## config.mk

```make
export PLATFORM = sky130hd
export DESIGN_NAME = chip8_ram_arbiter
export DESIGN_NICKNAME = d
export VERILOG_FILES = /design/src/rtl/chip8_pkg.sv /design/src/rtl/chip8_ram_arbiter.sv
export SDC_FILE = /design/constraint.sdc
export NUM_CORES = 1
export LEC_CHECK = 0
export ABC_AREA = 1
export CAP_MARGIN = 20
export CORE_ASPECT_RATIO = 0.75
export CORE_MARGIN = 5
export CORE_UTILIZATION = 30
export DETAILED_ROUTE_END_ITERATION = 10
export HOLD_SLACK_MARGIN = 0.06
export PLACE_DENSITY = 0.66
export REMOVE_ABC_BUFFERS = 1
export SLEW_MARGIN = 0
export SYNTH_ARGS = -nofsm -noshare
export SYNTH_HDL_FRONTEND = slang
export SYNTH_SLANG_ARGS = --single-unit
```

## constraint.sdc

```tcl
create_clock -name clock -period 1.62 [get_ports clock]
set_clock_uncertainty 0.1 [all_clocks]
set_input_delay 0.162 -clock clock [delete_from_list [all_inputs] [get_ports clock]]
set_output_delay 0.162 -clock clock [all_outputs]
set_load 0.05 [all_outputs]
```

## src/rtl/chip8_pkg.sv

```systemverilog
// -----------------------------------------------------------------------------
// chip8_pkg
// Shared definitions for the CHIP-8 memory subsystem.
//   CHIP8_ADDR_W : default RAM address width (4 KiB address space)
//   arb_state_e  : RAM arbiter FSM state, named after the command issued
//                  in the current cycle
//   req_id_e     : identifies a RAM requester (CPU or video scanout)
// -----------------------------------------------------------------------------
package chip8_pkg;

  localparam int CHIP8_ADDR_W = 12;

  typedef enum logic [1:0] {
    IDLE     = 2'd0,  // no command issued
    CPU      = 2'd1,  // CPU command issued
    VID      = 2'd2,  // video command issued
    CPU_LOCK = 2'd3   // CPU command issued with cpu_lock high
  } arb_state_e;

  typedef enum logic {
    REQ_CPU = 1'b0,
    REQ_VID = 1'b1
  } req_id_e;

endpackage : chip8_pkg

```

## src/rtl/chip8_ram_arbiter.sv

```systemverilog
// -----------------------------------------------------------------------------
// chip8_ram_arbiter
// Shares one single-port RAM between the CPU (read/write) and the video
// scanout (read-only). Requests are evaluated every cycle N; the winner's RAM
// command is registered at the end of N, its gnt pulses in N+1 and, for a
// read, its rvalid pulses in N+2 with rdata taken straight from the RAM.
// Ties use round-robin, except while the CPU holds a lock: then the CPU keeps
// winning until the video request has waited VID_MAX_WAIT cycles.
//
// Parameters
//   ADDR_W        RAM address width
//   VID_MAX_WAIT  cycles a pending video request may wait under a CPU lock
//                 (1..15)
// Ports
//   clock, reset                       clock; asynchronous active-low reset
//   cpu_req/we/lock, cpu_addr/wdata    CPU request
//   cpu_gnt, cpu_rvalid, cpu_rdata     CPU accept pulse, read strobe, data
//   vid_req, vid_addr                  video read request
//   vid_gnt, vid_rvalid, vid_rdata     video accept pulse, read strobe, data
//   ram_address_out/data_out/write     registered RAM command
//   ram_data_in                        RAM read data (one cycle after address)
//   conflict_count                     cycles with both requests pending,
//                                      saturating; present only when
//                                      CHIP8_ARB_PERF_EN is defined
// -----------------------------------------------------------------------------
module chip8_ram_arbiter
  import chip8_pkg::*;
#(
  parameter int ADDR_W       = CHIP8_ADDR_W,
  parameter int VID_MAX_WAIT = 4
) (
  input  logic              clock,
  input  logic              reset,
  input  logic              cpu_req,
  input  logic              cpu_we,
  input  logic              cpu_lock,
  input  logic [ADDR_W-1:0] cpu_addr,
  input  logic [7:0]        cpu_wdata,
  output logic              cpu_gnt,
  output logic              cpu_rvalid,
  output logic [7:0]        cpu_rdata,
  input  logic              vid_req,
  input  logic [ADDR_W-1:0] vid_addr,
  output logic              vid_gnt,
  output logic              vid_rvalid,
  output logic [7:0]        vid_rdata,
  output logic [ADDR_W-1:0] ram_address_out,
  output logic [7:0]        ram_data_out,
  output logic              ram_write,
  input  logic [7:0]        ram_data_in
`ifdef CHIP8_ARB_PERF_EN
  ,
  output logic [15:0]       conflict_count
`endif
);

  localparam logic [3:0] WAIT_MAX = 4'(VID_MAX_WAIT);

  arb_state_e        state_q, state_d;
  req_id_e           last_q, last_d;
  logic [3:0]        vid_wait_q, vid_wait_d;
  logic              cpu_gnt_q, cpu_gnt_d;
  logic              vid_gnt_q, vid_gnt_d;
  logic              cpu_rvalid_q, cpu_rvalid_d;
  logic              vid_rvalid_q, vid_rvalid_d;
  logic [ADDR_W-1:0] ram_address_q, ram_address_d;
  logic [7:0]        ram_data_q, ram_data_d;
  logic              ram_write_q, ram_write_d;

  logic              cpu_win;
  logic              vid_win;

  // Winner selection for the current cycle.
  always_comb begin : arbitrate
    // NOTE: every variable gets a default before any branch so no path leaves
    // it unassigned; otherwise synthesis infers a latch.
    cpu_win = 1'b0;
    vid_win = 1'b0;
    if (cpu_req && vid_req) begin
      if (state_q == CPU_LOCK) begin
        // The lock only delays video; once its wait saturates video wins.
        cpu_win = (vid_wait_q < WAIT_MAX);
      end else begin
        cpu_win = (last_q == REQ_VID);
      end
      vid_win = !cpu_win;
    end else begin
      cpu_win = cpu_req;
      vid_win = vid_req;
    end
  end

  always_comb begin : next_state
    state_d       = IDLE;
    last_d        = last_q;
    ram_address_d = ram_address_q;  // address holds when no command is issued
    ram_data_d    = 8'h00;
    ram_write_d   = 1'b0;
    cpu_gnt_d     = cpu_win;
    vid_gnt_d     = vid_win;
    // The RAM answers the command presented this cycle in the next one, so
    // the strobe follows the gnt by one cycle; CPU writes return nothing.
    cpu_rvalid_d  = cpu_gnt_q && !ram_write_q;
    vid_rvalid_d  = vid_gnt_q;

    if (cpu_win) begin
      state_d       = cpu_lock ? CPU_LOCK : CPU;
      last_d        = REQ_CPU;
      ram_address_d = cpu_addr;
      ram_write_d   = cpu_we;
      ram_data_d    = cpu_we ? cpu_wdata : 8'h00;
    end else if (vid_win) begin
      state_d       = VID;
      last_d        = REQ_VID;
      ram_address_d = vid_addr;
    end

    // Wait counter follows the visible vid_gnt pulse, not the decision.
    if (vid_gnt_q) begin
      vid_wait_d = 4'd0;
    end else if (vid_req && (vid_wait_q < WAIT_MAX)) begin
      vid_wait_d = vid_wait_q + 4'd1;
    end else begin
      vid_wait_d = vid_wait_q;
    end
  end

  // NOTE: state is updated with non-blocking assignments so every flop samples
  // the values from before the edge, independent of statement order.
  always_ff @(posedge clock or negedge reset) begin
    if (!reset) begin
      // NOTE: an asynchronous reset clears every flop immediately, so an access
      // in flight is cancelled and no gnt/rvalid can appear afterwards.
      state_q       <= IDLE;
      last_q        <= REQ_VID;  // CPU wins the first tie
      vid_wait_q    <= 4'd0;
      cpu_gnt_q     <= 1'b0;
      vid_gnt_q     <= 1'b0;
      cpu_rvalid_q  <= 1'b0;
      vid_rvalid_q  <= 1'b0;
      ram_address_q <= '0;
      ram_data_q    <= 8'h00;
      ram_write_q   <= 1'b0;
    end else begin
      state_q       <= state_d;
      last_q        <= last_d;
      vid_wait_q    <= vid_wait_d;
      cpu_gnt_q     <= cpu_gnt_d;
      vid_gnt_q     <= vid_gnt_d;
      cpu_rvalid_q  <= cpu_rvalid_d;
      vid_rvalid_q  <= vid_rvalid_d;
      ram_address_q <= ram_address_d;
      ram_data_q    <= ram_data_d;
      ram_write_q   <= ram_write_d;
    end
  end

  assign cpu_gnt         = cpu_gnt_q;
  assign vid_gnt         = vid_gnt_q;
  assign cpu_rvalid      = cpu_rvalid_q;
  assign vid_rvalid      = vid_rvalid_q;
  // Read data is forced to zero outside its strobe so nothing stale leaks out.
  assign cpu_rdata       = cpu_rvalid_q ? ram_data_in : 8'h00;
  assign vid_rdata       = vid_rvalid_q ? ram_data_in : 8'h00;
  assign ram_address_out = ram_address_q;
  assign ram_data_out    = ram_data_q;
  assign ram_write       = ram_write_q;

`ifdef CHIP8_ARB_PERF_EN
  logic [15:0] conflict_q, conflict_d;

  always_comb begin
    conflict_d = conflict_q;
    if (cpu_req && vid_req && (conflict_q != 16'hFFFF)) begin
      conflict_d = conflict_q + 16'd1;
    end
  end

  always_ff @(posedge clock or negedge reset) begin
    if (!reset) begin
      conflict_q <= 16'h0000;
    end else begin
      conflict_q <= conflict_d;
    end
  end

  assign conflict_count = conflict_q;
`endif

endmodule : chip8_ram_arbiter

```

Word level (Yosys, flattened, before mapping)
Index checks and enable logic that the tools add are counted.

Word-level logic and storage cells: 38. Input port bits: 46. Register bits: 32. Output and inout bits: 41.

Equality and inequality tests: 1. Reductions and logical operators: 7. Order comparisons: 1. Multiplexer cells: 18. Add/sub/neg operators: 1.

Operators by type and width (count): 8-bit 2-to-1 mux (4); 12-bit 2-to-1 mux (2); 4-bit 2-to-1 mux (2); 1-bit 2-to-1 mux (7); 2-bit 2-to-1 mux (3); 4-bit by 1-bit adder with 4-bit output, second input constant (1); 4-bit by 3-bit less-than comparator with 1-bit output, second input constant (1); 2-bit nonzero test (2); 1-bit logical AND (3); 2-bit == test, second input constant (1); 1-bit zero test (2).

Logic depth before layout (Yosys ltp)
Gate-level depths: netlist of the first run.

Depth in word-level cells: 7. Depth in mapped cells: 7. Mapped depth without buffers: 6.

Least setup slack after synthesis of the first run
No wires, ideal clock.

Path kind: register to output. Start point: register cpu_rvalid_q, in the netlist cpu_rvalid. End point: output port cpu_rdata[0]. Required time: 1.358 ns. Data arrival time: 1.263 ns. Path buffers: 1. Cell stages (with the launch flop): 4. Path slack: 0.095 ns. Path through: dfrtp_1 > clkbuf_1 > nand2_1 > inv_1.

Cells in the longest elaborated chain, start to end: 1.

RTL lines: start: declaration (line chip8_ram_arbiter.sv:64) `logic cpu_rvalid_q, cpu_rvalid_d;`; start signal: assignment (line chip8_ram_arbiter.sv:150) `cpu_rvalid_q <= cpu_rvalid_d;`; 8-bit 2-to-1 mux (line chip8_ram_arbiter.sv:163) `assign cpu_rdata = cpu_rvalid_q ? ram_data_in : 8'h00;`; end: declaration (line chip8_ram_arbiter.sv:41) `output logic [7:0] cpu_rdata,`.

Every way passes these cells.

Final worst setup path of the first run
Start point: register vid_rvalid_q, in the netlist vid_rvalid. End point: output port vid_rdata[7].

Cells in the longest elaborated chain, start to end: 1.

RTL lines: start: declaration (line chip8_ram_arbiter.sv:65) `logic vid_rvalid_q, vid_rvalid_d;`; start signal: assignment (line chip8_ram_arbiter.sv:151) `vid_rvalid_q <= vid_rvalid_d;`; 8-bit 2-to-1 mux (line chip8_ram_arbiter.sv:164) `assign vid_rdata = vid_rvalid_q ? ram_data_in : 8'h00;`; end: declaration (line chip8_ram_arbiter.sv:46) `output logic [7:0] vid_rdata,`.

Every way passes these cells.

==> results of run 1 <==
where the power goes:
group          leakage (nW)  total, W  switching, W  internal [W]
registers             0.390  0.000920     0.0000609      0.000860
clock network        0.0581  0.000764      0.000307      0.000457
logic                 0.930  0.000874      0.000505      0.000369
total                  1.38   0.00256      0.000872       0.00169
state kept, by name, indices dropped and copies added (netlist names), 2 cells and up:
register         flops
ram_address_out     12
ram_data_out         8
state_q              2
vid_wait_q           4
critical path, delay by kind of cell, from the launching register on:
| kind | cells | cell delay, ps |
|---|---|---|
| and+or+nand+nor | 1 | 90 |
| buffers and inverters | 2 | 250 |
| DFF | 1 | 570 |
through the flow:
stage          utilization, %  instances
6_report                 55.2        325
5_1_grt                  55.2        325
2_1_floorplan               -        165
4_1_cts                  55.2        325
3_5_place_dp             52.9        317
3_3_place_gp             52.9        317
how the worst max path moves through the flow:
stage	from	endpoint	depth (start not counted)
after floorplan	state_q[0]	ram_data_out[0]	5
after global placement	vid_req	ram_address_out[9]	7
after detailed placement	vid_req	ram_address_out[6]	7
after CTS	cpu_rvalid	cpu_rdata[3]	3
after global routing	cpu_rvalid	cpu_rdata[3]	3
final	vid_rvalid	vid_rdata[7]	3
per-layer routing:
metal,part of all wire [%],vias up
met5,0,-
met4,1.2,0
met3,7.6,4
met2,46,39
met1,45,615
li1,-,709
cell usage after synthesis:
library cell / number
dfstp_2: 1
inv_2: 1
clkbuf_1: 2
buf_1: 1
nand2_1: 47
inv_1: 25
nor2_1: 15
nor3_1: 1
o21ai_0: 1
nand3_4: 1
nor2_2: 1
buf_2: 4
ha_1: 1
dfrtp_1: 30
a21oi_1: 1
buf_6: 2
nand2_2: 2
nand3_1: 26
nand3_2: 11
xor2_1: 1
buf_4: 1
logic make-up after synthesis:
| logic type | Yosys count | synth area share [%] |
|---|---|---|
| xor gates and xnor gates | 1 | 0.591 |
| and+or+nand+nor | 104 | 34.7 |
| AOI/OAI and AO/OA | 2 | 0.675 |
| DFF | 31 | 52.4 |
| adders and majority gates | 1 | 0.844 |
| buffers and inverters | 36 | 10.7 |
final cells by class:
| type | count | share of cell area, % |
|---|---|---|
| Multi-Input combinational cell | 108 | 20.4 |
| Sequential cell | 31 | 29.1 |
| Inverter | 26 | 3.65 |
| Clock inverter | 3 | 1.64 |
| Clock buffer | 5 | 2.57 |
| Tap cell | 60 | 2.81 |
| Timing Repair Buffer | 92 | 39.9 |
==> flow_metrics.py, run 1 <==
metrics = {
    "timing": {
        "setup_viol": 0,
        "period_needed_ps": 1460,
        "finalHoldViolCount": 0,
        "slew_viol_final": 0,
        "tns_ps": 0,
        "fin_crit_sh_pct": 90.2,
        "hold_slack_ps": 130,
        "fmax_mhz": 684,
        "rsz0062_at_grt": "false",
        "tightestPinTransition_ps": 501,
        "slew_headroom_pct": 66.6,
        "worst_slack_ps": 159,
    },
    "cells_and_area": {
        "num_antenna_cells": 0,
        "areaGrowthSynthToFinish_pct": 80.5,
        "multi_input_area_sq_um": 546,
        "drive_above_1_share_pct": 27.2,
        "register_area_sq_um": 777,
        "finalNetCount": 311,
        "final_cell_mix": "47 x nand2_1, 45 x clkdlybuf4s50_1, 30 x dfrtp_1",
        "design_area_sq_mm": 0.00267,
        "final_common_cell": "nand2_1",
        "num-fill-cells": 451,
    },
    "synthesis": {
        "avgSynthCellArea_sq_um": 8.47,
        "synth_largest_area_cell": "dfrtp_1",
        "synth_top_area_share_pct": 50.7,
        "ys_ff_latch": 31,
        "synth_cells": 175,
        "synthDistinctLibCells": 21,
        "seq_area_frac_synth_pct": 52.4,
        "synth_area_leaders": "dfrtp_1 51%, nand2_1 12%, nand3_1 8.8%, nand3_2 7.4%, inv_1 6.3%",
        "ys_warn_count": 0,
        "netlist_area_sq_mm": 0.00148,
    },
    "route": {
        "drt_iter0_markers": 70,
        "postRouteWirelength_um": 4100,
        "drtAntennaViolNets": 0,
        "wl_per_cell_um": 12.6,
        "drc": 0,
        "vias": 1367,
        "firstDrtPassIters": 4,
        "vias_per_cell": 4.21,
    },
    "clocking": {
        "holdBufCountCts": 0,
        "cts_resized": 0,
        "cts_tree": "built",
        "cts_made_buffers": 5,
        "insertion_delay_ps": 280,
        "cts_root_buffer": "clkbuf_8",
        "post_cts_buffers": 0,
        "htree_levels": 2,
        "cts_buffer_depth": 2,
        "path_clk_slew_ps": 70,
        "cts.sinks": 31,
    },
    "floorplanning": {
        "initial_core_util_pct": 30.6,
        "die_h_um": 70.9,
        "row_count": 22,
        "die_w_um": 91.1,
        "io_pins": 87,
        "die_area_sq_mm": 0.00646,
        "core_area_sq_mm": 0.00484,
    },
    "global_routing": {
        "grt_util_met2_pct": 19.4,
        "grt_max_degree": 32,
        "overflow": 0,
        "met1_usage_pct": 16.9,
        "antenna_found_initial": 0,
        "grt_pass1_vias": 1325,
        "grt.total_usage_pct": 12.9,
        "grt_busiest_layer": "met2",
        "grt_pass1_wl_um": 6680,
        "met3_usage_pct": 5.10,
    },
    "power_and_ir_drop": {
        "power_density_mw_per_mm2": 957,
        "leakage_nw": 1.38,
        "max-vdd-ir-drop_mv": 0.565,
        "design_power_total_w": 0.00256,
    },
    "setup_path": {
        "slowest_stage": "dfrtp_1",
        "rrSetupSlack_ps": 230,
        "worstPathArrival_ps": 1200,
        "max_stage_delay_ps": 570,
        "reg2reg_to": "last_q",
        "rr_worst_depth": 5,
        "crit_chain": "nand2_1 > inv_1 > buf_12",
        "critPathKind": "reg2out",
        "critPathRequiredTime_ps": 1360,
        "critPathMaxFanout": 9,
        "r2r-start": "last_q",
        "start_kind": "flop",
        "worstSetupEndpointType": "output pin",
    },
    "placement": {
        "portBuffers": 86,
        "placed_cell_area_sq_mm": 0.00256,
        "hpwl_um": 3260,
        "gp_congestion": 0.694,
        "dp_slack_ps": 66.7,
    },
    "flow_run": {
        "max-cap-violations": 0,
    },
    "min_path": {
        "min_path_type": "in2async",
    },
    "status": {
        "status": "complete, no violations",
    },
}
Note: power is estimated with default switching activity, not from simulation.
==> run 2, diff against run 1 <==
PLACE_DENSITY = not set   (was 0.66)
PLACE_DENSITY_LB_ADDON = 0.3   (was not set)
==> run 2 against run 1 <==
- global-route usage up 0.20 points
- combinational power hardly changed
- worst hold slack gained 170 ps
- via count grew 2.0%
- non-clock buffer count increased by 1
- critical endpoint is now vid_rdata[6]
==> flow_metrics.py, run 2 (synthesis gave the netlist of run 1 again) <==
metrics = {
    "cells_and_area": {
        "final_cell_mix": "47 x nand2_1, 44 x clkdlybuf4s50_1, 30 x dfrtp_1",
        "fin_util_pct": 55.0,
        "drive_above_1_share_pct": 27.4,
        "finalNetCount": 312,
        "register_area_sq_um": 777,
        "design_area_sq_mm": 0.00267,
        "num-fill-cells": 427,
        "largest_reg_flops": 12,
        "multi_input_area_sq_um": 546,
        "num_antenna_cells": 0,
        "instances_no_fill": 326,
        "areaGrowthSynthToFinish_pct": 80.0,
        "final_common_cell": "nand2_1",
    },
    "clocking": {
        "cts_resized": 0,
        "insertion_delay_ps": 290,
        "cts_buffer_depth": 2,
        "cts_tree": "built",
        "cts_root_buffer": "clkbuf_8",
        "path_clk_slew_ps": 70,
        "cts_made_buffers": 5,
        "cts.sinks": 31,
        "htree_levels": 2,
    },
    "timing": {
        "rsz0062_at_grt": "false",
        "fmax_mhz": 694,
        "fin_crit_sh_pct": 88.9,
        "tightestPinTransition_ps": 691,
        "tns_ps": 0,
        "slew_headroom_pct": 53.9,
        "slew_viol_final": 0,
        "finalHoldViolCount": 0,
        "setup_viol": 0,
        "period_needed_ps": 1440,
    },
    "route": {
        "vias_per_cell": 4.28,
        "firstDrtPassIters": 4,
        "wl_per_cell_um": 12.8,
        "postRouteWirelength_um": 4170,
        "drtAntennaViolNets": 0,
        "drc": 0,
        "drt_iter0_markers": 94,
        "vias": 1394,
    },
    "setup_path": {
        "worstSetupEndpointType": "output pin",
        "critPathRequiredTime_ps": 1360,
        "critPathMaxFanout": 9,
        "start_kind": "flop",
        "critPathKind": "reg2out",
        "worstPathArrival_ps": 1180,
    },
    "placement": {
        "placed_cell_area_sq_mm": 0.00254,
        "gp_congestion": 0.696,
        "place_inst": 317,
        "hpwl_um": 3200,
        "portBuffers": 86,
    },
    "power_and_ir_drop": {
        "intPower_w": 0.00169,
        "power_switching_w": 0.000885,
        "power_density_mw_per_mm2": 964,
        "combPwrFrac_pct": 34.1,
        "max-vdd-ir-drop_mv": 0.594,
        "power_frac_seq_pct": 35.9,
        "clkPwrFrac_pct": 30.0,
        "leakage_nw": 1.38,
        "switching_share_pct": 34.4,
    },
    "global_routing": {
        "grt_pass1_vias": 1386,
        "overflow": 0,
        "grt_pass1_wl_um": 6790,
        "antenna_found_initial": 0,
        "grt.total_usage_pct": 13.1,
        "grt_max_degree": 32,
    },
    "floorplanning": {
        "io_pins": 87,
        "die_w_um": 91.1,
        "row_count": 22,
        "die_area_sq_mm": 0.00646,
        "die_h_um": 70.9,
        "initial_core_util_pct": 30.6,
        "core_area_sq_mm": 0.00484,
    },
    "min_path": {
        "min_path_type": "in2reg",
    },
    "status": {
        "status": "complete, no violations",
    },
    "flow_run": {
        "max-cap-violations": 0,
    },
}
-- run 2: what timing repair did --
action / 4_1_cts / 5_1_grt
setup buffers: 0 / 0
hold buffers: 1 / 0
endpoints found under the hold margin: 30 / 0
-- run 2: power groups by stage --
stage          Clock, W  Combinational, W  Sequential [W]
6_report       0.000772          0.000876        0.000923
5_1_grt        0.000837          0.000932        0.000935
4_1_cts        0.000791          0.000889        0.000924
3_5_place_dp          0          0.000881        0.000936
3_3_place_gp          0          0.000872        0.000934
2_1_floorplan         0          0.000261         0.00111
-- run 2: worst paths after layout --
| check | from | endpoint | slack [ps] | cells past startpoint |
|---|---|---|---|---|
| max | vid_rvalid | vid_rdata[6] | 180 | 3 |
| min | cpu_wdata[0] | ram_data_out[0] | 300 | 3 |
| max reg2reg | last_q | last_q | 260 | 5 |
| min reg2reg | ram_write | cpu_rvalid | 330 | 1 |
| max in group asynchronous | reset | vid_wait_q[2] | 610 | 2 |
| min in group asynchronous | reset | ram_address_out[1] | 360 | 2 |
-- run 2: stage by stage --
stage               hold slack (ps)  setup WS (ps)  power, W
global placement                154           31.1   0.00181
CTS                             291            147   0.00260
detailed placement              160           12.9   0.00182
global route                    301           86.7   0.00270
finish                          300            180   0.00257
floorplan                      -234           96.6   0.00138
-- run 2: final cells by class --
type / count / share of cell area [%]
Clock buffer: 5 / 2.58
Multi-Input combinational cell: 108 / 20.5
Inverter: 26 / 3.66
Sequential cell: 31 / 29.1
Clock inverter: 3 / 1.64
Tap cell: 60 / 2.82
Timing Repair Buffer: 93 / 39.7
-- run 2: worst max-delay path, cell delays in order (launching register included) --
cell and delay, ps:
dfrtp_1 560, nand2_1 100, inv_1 110, buf_12 140
-- run 2: metal layers --
| layer | part of all wire (%) | global-route usage (%) |
|---|---|---|
| met2 | 47 | 20.3 |
| met5 | 0 | 0 |
| met1 | 44 | 16.6 |
| met4 | 1.5 | 4.89 |
| met3 | 8.0 | 5.21 |
